$ cat src/rtl/traffic_lights_pkg.sv
// -----------------------------------------------------------------------------
// traffic_lights_pkg
// Shared definitions for the multi-approach traffic light controller:
//   - state_t   : controller state encoding
//   - CMD_*     : command codes carried on cmd_type_i
//   - time_t    : 16-bit millisecond time value
//   - clamp_time: maps a programmed time of 0 ms to 1 ms
// -----------------------------------------------------------------------------
package traffic_lights_pkg;

    typedef enum logic [2:0] {
        ST_OFF         = 3'd0,
        ST_BLINK       = 3'd1,
        ST_ALL_RED     = 3'd2,
        ST_RED_YELLOW  = 3'd3,
        ST_GREEN       = 3'd4,
        ST_GREEN_BLINK = 3'd5,
        ST_YELLOW      = 3'd6
    } state_t;

    localparam logic [2:0] CMD_ON          = 3'd0;
    localparam logic [2:0] CMD_OFF         = 3'd1;
    localparam logic [2:0] CMD_BLINK       = 3'd2;
    localparam logic [2:0] CMD_SET_GREEN   = 3'd3;
    localparam logic [2:0] CMD_SET_ALL_RED = 3'd4;
    localparam logic [2:0] CMD_SET_YELLOW  = 3'd5;

    typedef logic [15:0] time_t;

    // A zero duration would never expire cleanly, so it is stored as 1 ms.
    function automatic time_t clamp_time(input time_t t);
        if (t == 16'd0) begin
            return 16'd1;
        end else begin
            return t;
        end
    endfunction

endpackage

$ cat src/rtl/tl_ms_timer.sv
// -----------------------------------------------------------------------------
// tl_ms_timer
// Millisecond prescaler plus millisecond down-counter.
//   clk_i, arst_n_i : clock, asynchronous active-low reset
//   load_i, ms_i    : restart the period with a duration of ms_i milliseconds
//   run_i           : count while high (start/enable)
//   tick_o          : last clock cycle of each millisecond
//   expire_o        : last clock cycle of the loaded period
// After a load the period lasts exactly ms_i * CLK_PER_MS cycles, with
// expire_o high in its final cycle.
// -----------------------------------------------------------------------------
module tl_ms_timer
    import traffic_lights_pkg::*;
#(
    parameter int CLK_PER_MS = 1000
) (
    input  logic  clk_i,
    input  logic  arst_n_i,
    input  logic  load_i,
    input  time_t ms_i,
    input  logic  run_i,
    output logic  tick_o,
    output logic  expire_o
);

    localparam int PW = (CLK_PER_MS > 1) ? $clog2(CLK_PER_MS) : 1;
    localparam logic [PW-1:0] PRE_MAX = PW'(CLK_PER_MS - 1);

    logic [PW-1:0] pre_r;
    time_t         ms_r;

    // Prescaler and millisecond counter; a load restarts both.
    always_ff @(posedge clk_i or negedge arst_n_i) begin
        if (!arst_n_i) begin
            pre_r <= '0;
            ms_r  <= 16'd0;
        end else if (load_i) begin
            pre_r <= PRE_MAX;
            ms_r  <= ms_i - 16'd1;
        end else if (run_i) begin
            if (pre_r == '0) begin
                pre_r <= PRE_MAX;
                ms_r  <= ms_r - 16'd1;
            end else begin
                pre_r <= pre_r - 1'b1;
            end
        end
    end

    assign tick_o   = run_i && (pre_r == '0);
    assign expire_o = tick_o && (ms_r == 16'd0);

endmodule

$ cat src/rtl/traffic_lights_multi.sv
// -----------------------------------------------------------------------------
// traffic_lights_multi
// Traffic light controller serving DIR_NUM approaches in rotation.
//   clk_i, arst_n_i          : clock, asynchronous active-low reset
//   cmd_valid_i/cmd_type_i   : one-cycle command (ON/OFF/BLINK/SET_*)
//   cmd_dir_i, cmd_data_i    : SET_GREEN target approach, time in ms
//   red_o/yellow_o/green_o   : registered lamps per approach
//   active_dir_o             : approach currently served (0 in OFF/BLINK)
// Optional macro TRAFFIC_LIGHTS_PED_EN adds ped_req_i (pedestrian request per
// approach) and walk_o (walk lamp per approach).
// -----------------------------------------------------------------------------
module traffic_lights_multi
    import traffic_lights_pkg::*;
#(
    parameter int DIR_NUM        = 2,
    parameter int CLK_PER_MS     = 1000,
    parameter int GREEN_DEF_MS   = 10,
    parameter int YELLOW_DEF_MS  = 3,
    parameter int ALL_RED_DEF_MS = 2,
    parameter int RY_MS          = 2,
    parameter int G_BLINK_MS     = 4,
    parameter int BLINK_HALF_MS  = 1
) (
    input  logic                       clk_i,
    input  logic                       arst_n_i,
    input  logic                       cmd_valid_i,
    input  logic [2:0]                 cmd_type_i,
    input  logic [$clog2(DIR_NUM)-1:0] cmd_dir_i,
    input  logic [15:0]                cmd_data_i,
    output logic [DIR_NUM-1:0]         red_o,
    output logic [DIR_NUM-1:0]         yellow_o,
    output logic [DIR_NUM-1:0]         green_o,
    output logic [$clog2(DIR_NUM)-1:0] active_dir_o
`ifdef TRAFFIC_LIGHTS_PED_EN
    ,
    input  logic [DIR_NUM-1:0]         ped_req_i,
    output logic [DIR_NUM-1:0]         walk_o
`endif
);

    localparam int DW = $clog2(DIR_NUM);

    state_t         state_r, state_n;
    logic [DW-1:0]  d_r, d_n, d_inc_s;
    time_t          green_r [DIR_NUM];
    time_t          yellow_r, all_red_r;
    logic           load_s, tick_s, expire_s;
    time_t          load_ms_s;
    logic           phase_r, phase_n;
    logic [15:0]    bcnt_r, bcnt_n;
    logic [DIR_NUM-1:0] red_n, yellow_n, green_n;

    tl_ms_timer #(.CLK_PER_MS(CLK_PER_MS)) u_timer (
        .clk_i    (clk_i),
        .arst_n_i (arst_n_i),
        .load_i   (load_s),
        .ms_i     (load_ms_s),
        .run_i    (state_r != ST_OFF),
        .tick_o   (tick_s),
        .expire_o (expire_s)
    );

    assign d_inc_s = (d_r == DW'(DIR_NUM - 1)) ? '0 : d_r + 1'b1;

    // Next state: effective commands override a coincident timer expiry.
    always_comb begin
        state_n   = state_r;
        d_n       = d_r;
        load_s    = 1'b0;
        load_ms_s = 16'd1;
        if (cmd_valid_i && cmd_type_i == CMD_OFF) begin
            state_n = ST_OFF;
            d_n     = '0;
        end else if (cmd_valid_i && cmd_type_i == CMD_BLINK &&
                     state_r != ST_OFF && state_r != ST_BLINK) begin
            // Timer only feeds the blink ticks here; its expiry is unused.
            state_n = ST_BLINK;
            d_n     = '0;
            load_s  = 1'b1;
        end else if (cmd_valid_i && cmd_type_i == CMD_ON &&
                     (state_r == ST_OFF || state_r == ST_BLINK)) begin
            state_n   = ST_ALL_RED;
            d_n       = '0;
            load_s    = 1'b1;
            load_ms_s = all_red_r;
        end else if (expire_s) begin
            load_s = 1'b1;
            case (state_r)
                ST_ALL_RED: begin
                    state_n   = ST_RED_YELLOW;
                    load_ms_s = 16'(RY_MS);
                end
                ST_RED_YELLOW: begin
                    state_n   = ST_GREEN;
                    load_ms_s = green_r[d_r];
                end
                ST_GREEN: begin
                    state_n   = ST_GREEN_BLINK;
                    load_ms_s = 16'(G_BLINK_MS);
                end
                ST_GREEN_BLINK: begin
                    state_n   = ST_YELLOW;
                    load_ms_s = yellow_r;
                end
                ST_YELLOW: begin
                    state_n   = ST_ALL_RED;
                    d_n       = d_inc_s;
                    load_ms_s = all_red_r;
                end
                default: begin
                    load_s = 1'b0;
                end
            endcase
        end else begin
            state_n = state_r;
        end
    end

    // Blink phase: restarts "on" at every state entry, toggles each half period.
    always_comb begin
        phase_n = phase_r;
        bcnt_n  = bcnt_r;
        if (state_n != state_r) begin
            phase_n = 1'b1;
            bcnt_n  = 16'd0;
        end else if (tick_s) begin
            if (bcnt_r == 16'(BLINK_HALF_MS - 1)) begin
                bcnt_n  = 16'd0;
                phase_n = ~phase_r;
            end else begin
                bcnt_n = bcnt_r + 16'd1;
            end
        end else begin
            bcnt_n = bcnt_r;
        end
    end

    // Lamp pattern for the upcoming cycle, so registered lamps track the state.
    always_comb begin
        red_n    = '1;
        yellow_n = '0;
        green_n  = '0;
        case (state_n)
            ST_OFF: begin
                red_n = '0;
            end
            ST_BLINK: begin
                red_n    = '0;
                yellow_n = {DIR_NUM{phase_n}};
            end
            ST_RED_YELLOW: begin
                yellow_n[d_n] = 1'b1;
            end
            ST_GREEN: begin
                red_n[d_n]   = 1'b0;
                green_n[d_n] = 1'b1;
            end
            ST_GREEN_BLINK: begin
                red_n[d_n]   = 1'b0;
                green_n[d_n] = phase_n;
            end
            ST_YELLOW: begin
                red_n[d_n]    = 1'b0;
                yellow_n[d_n] = 1'b1;
            end
            default: begin
                red_n = '1;
            end
        endcase
    end

    // State, served approach, blink phase and lamp registers.
    always_ff @(posedge clk_i or negedge arst_n_i) begin
        if (!arst_n_i) begin
            state_r  <= ST_OFF;
            d_r      <= '0;
            phase_r  <= 1'b0;
            bcnt_r   <= 16'd0;
            red_o    <= '0;
            yellow_o <= '0;
            green_o  <= '0;
        end else begin
            state_r  <= state_n;
            d_r      <= d_n;
            phase_r  <= phase_n;
            bcnt_r   <= bcnt_n;
            red_o    <= red_n;
            yellow_o <= yellow_n;
            green_o  <= green_n;
        end
    end

    // Programmable times; writable only while blinking.
    always_ff @(posedge clk_i or negedge arst_n_i) begin
        if (!arst_n_i) begin
            for (int i = 0; i < DIR_NUM; i++) begin
                green_r[i] <= 16'(GREEN_DEF_MS);
            end
            yellow_r  <= 16'(YELLOW_DEF_MS);
            all_red_r <= 16'(ALL_RED_DEF_MS);
        end else if (cmd_valid_i && state_r == ST_BLINK) begin
            case (cmd_type_i)
                CMD_SET_GREEN: begin
                    if (int'(cmd_dir_i) < DIR_NUM) begin
                        green_r[cmd_dir_i] <= clamp_time(cmd_data_i);
                    end
                end
                CMD_SET_ALL_RED: all_red_r <= clamp_time(cmd_data_i);
                CMD_SET_YELLOW:  yellow_r  <= clamp_time(cmd_data_i);
                default: ;
            endcase
        end
    end

    assign active_dir_o = d_r;

`ifdef TRAFFIC_LIGHTS_PED_EN
    logic [DIR_NUM-1:0] ped_lat_r, ped_lat_n, walk_n;

    // Walk for approach k runs during the GREEN of the following approach;
    // its request latch clears as that GREEN ends.
    always_comb begin
        ped_lat_n = ped_lat_r | ped_req_i;
        walk_n    = '0;
        for (int k = 0; k < DIR_NUM; k++) begin
            if (state_r == ST_GREEN && state_n != ST_GREEN &&
                d_r == DW'((k + 1) % DIR_NUM)) begin
                ped_lat_n[k] = 1'b0;
            end else begin
                ped_lat_n[k] = ped_lat_n[k];
            end
            if (ped_lat_n[k] && state_n == ST_GREEN &&
                d_n == DW'((k + 1) % DIR_NUM)) begin
                walk_n[k] = 1'b1;
            end else begin
                walk_n[k] = 1'b0;
            end
        end
    end

    // Pedestrian latch and walk lamp registers.
    always_ff @(posedge clk_i or negedge arst_n_i) begin
        if (!arst_n_i) begin
            ped_lat_r <= '0;
            walk_o    <= '0;
        end else begin
            ped_lat_r <= ped_lat_n;
            walk_o    <= walk_n;
        end
    end
`endif

endmodule

$ cat config.mk
export PLATFORM = sky130hd
export DESIGN_NAME = traffic_lights_multi
export DESIGN_NICKNAME = d
export VERILOG_FILES = /design/src/rtl/traffic_lights_pkg.sv /design/src/rtl/tl_ms_timer.sv /design/src/rtl/traffic_lights_multi.sv
export SDC_FILE = /design/constraint.sdc
export NUM_CORES = 1
export LEC_CHECK = 0
export BUFFER_PORTS_ARGS = -buffer_cell sky130_fd_sc_hd__clkbuf_2
export CORE_MARGIN = 2
export CORE_UTILIZATION = 56
export CTS_BUF_LIST = sky130_fd_sc_hd__clkbuf_16
export DETAILED_ROUTE_END_ITERATION = 6
export PLACE_DENSITY_LB_ADDON = 0.08
export SETUP_SLACK_MARGIN = 0.1
export SYNTH_ARGS = -nofsm -noshare
export SYNTH_HDL_FRONTEND = slang
export SYNTH_HIERARCHICAL = 1
export SYNTH_SLANG_ARGS = --single-unit
$ cat constraint.sdc
create_clock -name clk_i -period 4.8 [get_ports clk_i]
set_clock_uncertainty 0.05 [all_clocks]
set_input_delay 0.72 -clock clk_i [delete_from_list [all_inputs] [get_ports clk_i]]
set_output_delay 0.72 -clock clk_i [all_outputs]
set_load 0.1 [all_outputs]
==> key figures <==
Logic synthesis
  – Post-Synth Simple-Gate Area: around 18%
  – Largest family of logic cells by synthesized area: simple AND/OR/NAND/NOR gates
  – Mux share of post-synthesis cell area: 16.3%
  – Synth unique cells: just over 70
  – Post-synth EDFFs: 0
  – Warning count from the yosys run: 6
  – Avg Cell Area, Syn: about 11 um2
  – #FFs+latches synth: 117
  – Net Count, Synth: between 600 and 700
  – Area contributors post-synth: dfrtp_1 42%, mux2_2 12%, xnor2_1 3.8%
  – Post-Synth Adder-Cell Area: 0.766%
  – Sequential area share after synthesis: 44.9%
  – Area leader, netlist: dfrtp_1
  – Async SR Flop Fraction: 100%
  – Post-synth top area share: a little over two fifths
  – Complex-gate fraction of the synthesized area: a little under an eighth
  – Main synth FF type: dfrtp_1
  – Synthesized area: roughly 6500 um2
  – Post-Synth XOR/XNOR Area: under 10%
  – Synth Instances: slightly above 600

Global routing
  – Number of global-route vias before repair: 4963
  – Antenna violations before repair: 0
  – GR Overflow Total: 0
  – Total track usage: between 20% and 30%
  – First-pass GRT wire length: approximately 25000 um
  – Largest net degree at the start of global routing: 75

Clock tree
  – Clk_lat worst skew: 430 ps
  – H-tree depth: 4
  – CTS tree: yes
  – Clock Path Buffers: 2
  – Clk slew on worst S/H paths: 60 ps
  – Root buffer cell: clkbuf_16
  – Clk sink count: 117
  – CTS hold repair buffers: 0
  – TritonCTS buffer count: 17
  – Post-CTS Setup Inserts: 0
  – Post-CTS sizing: 0

Floorplan
  – Row count: 39
  – IO Count: 30
  – Die footprint: ~13000 um2
  – Starting density of the core: 57.3%
  – Die X: 112 um
  – Core Area: around 11000 um2
  – DIE HEIGHT: about 110 um

STA
  – RSZ-0062 raised after global routing: true
  – Worst-margin pin slew: 1010 ps
  – Sum of negative setup slack: 0 ps
  – Max Clk Rate: ~230 MHz
  – Final period utilization: about nine tenths
  – Max_slew headroom: between 30% and 40%
  – Final setup vio count: 0
  – Tmin final: 4300 ps
  – Slew Limit Fails: 0
  – Final hold violation count: 0

Detailed routing
  – ANT nets after route: 0
  – Post-route DRC: 0
  – Wirelength per Cell: between 15 and 20 um
  – Via count: roughly 5000
  – DR vias/cell: between 6 and 7
  – Pre-Repair DR Iteration Count: 5
  – Routed WL: between 15000 and 20000 um
  – Drt initial violations: about 480

Place
  – Port Buffer Count: 29
  – GPL Wtd Cong: 0.831
  – DP Wirelength: about 10000 um

Worst hold path
  – Hold Crit Class: in2async

Finish
  – Nets: between 600 and 700
  – Most frequent cells in the layout: 110 x dfrtp_1, 70 x mux2_2, 54 x nor2_1, 35 x nand2_1
  – Most common cell after layout, fill and taps aside: dfrtp_1
  – Fillers: 939
  – Area growth syn-to-layout: 13.2%
  – Share of cells above drive strength 1: ~27%
  – Diode count: 0

Worst setup path
  – Nature of the critical path startpoint: register
  – Crit path max fanout: 12
  – CP Capture Type: register
  – R2R depth: 16
  – Crit path DAT: between 4000 and 5000 ps
  – Critical path data required time: approximately 5100 ps
  – Crit Path Class: reg2reg

Status
  – Run status: complete, no violations

Power and ir drop
  – Cell area power density: roughly 410 nW/um2
  – Max IR drop VDD: around 0.00046 V
  – P_leak: between 3 and 4 nW
  – Total power: around 0.0031 W

Run
  – Max cap viols: 0
## power by group
part	switching [W]	internal [W]	total (W)
combinational	0.000326	0.000247	0.000574
clock	0.000465	0.000808	0.00127
sequential	0.000110	0.00110	0.00121
## routing by layer
layer | GRT usage [%] | vias up | part of all wire [%]
met5 | 0 | - | 0
met4 | 8.29 | 0 | 1.3
met3 | 5.35 | 20 | 4.3
met2 | 41.2 | 128 | 48
met1 | 34.1 | 2510 | 47
li1 | - | 2320 | -
## cell type report
type,instances,area (um2),share of cell area (%)
clock buffer,17,425,5.75
clock inverter,15,166,2.25
inverter,13,48.8,0.659
multi-input combinational,448,3380,45.7
sequential,117,2940,39.7
tap,143,179,2.42
timing repair buffer,44,264,3.57
## kinds of logic after synthesis
logic type,after synthesis
adders and majority gates,4
buffers and inverters,44
and+or+nand+nor,209
muxes,94
AOI/OAI and AO/OA,102
DFF,117
xor gates and xnor gates,39
## synth_stat cells, types with 10 or more instances
cell type,n
a21oi_1,22
a222oi_1,15
and3_1,10
buf_2,10
dfrtp_1,110
inv_1,12
mux2_2,70
mux2i_1,16
nand2_1,35
nor2_1,54
nor3_1,21
nor3b_1,11
nor4_1,18
o21ai_0,28
xnor2_1,28
xor2_1,11
## final timing paths
path	start	to	slack (ps)
hold reg to reg	green_r[0]	green_r[0]	420
setup reg to reg	u_timer/pre_r[0]	u_timer/ms_r[15]	500
max in group asynchronous	arst_n_i	yellow_r[0]	3170
hold / removal	arst_n_i	u_timer/ms_r[9]	400
setup / recovery	u_timer/pre_r[0]	u_timer/ms_r[15]	500
min in group clk_i	green_r[0]	green_r[0]	420
## flip-flops by register name (all words and copies together), names as in the netlist
name and cells:
all_red_r 16, green_o 2, active_dir_o 1, red_o 2, green_r 32, yellow_r 16, state_r 3, phase_r 1
u_timer/ms_r 16, bcnt_r 16, yellow_o 2, u_timer/pre_r 10
## through the flow
step | instances | hold slack (ps) | util (%) | worst slack [ps] | area, um2
CTS | 797 | 428 | 64.7 | 395 | 7390
finish | 797 | 403 | 64.8 | 498 | 7400
floorplan | 609 | 374 | - | 185 | 6540
detailed placement | 765 | 416 | 59.5 | 496 | 6800
global route | 797 | 452 | 64.8 | 86.5 | 7400
global placement | 765 | 411 | 59.5 | 660 | 6800
## critical path, stage by stage, from the launching register on
cell      delay [ps]
dfrtp_1          400
inv_1             70
ha_1             160
and3b_1          240
nand4b_1         180
nor3_2           240
buf_4            170
o21ai_0           80
a31oi_1          280
o21ai_0          220
a21oi_4          330
buf_4            280
nor4b_1          490
o22ai_1          250
nor4_1           360
xor2_1           100
mux2_2           280
Note: power is estimated with default switching activity, not from simulation.
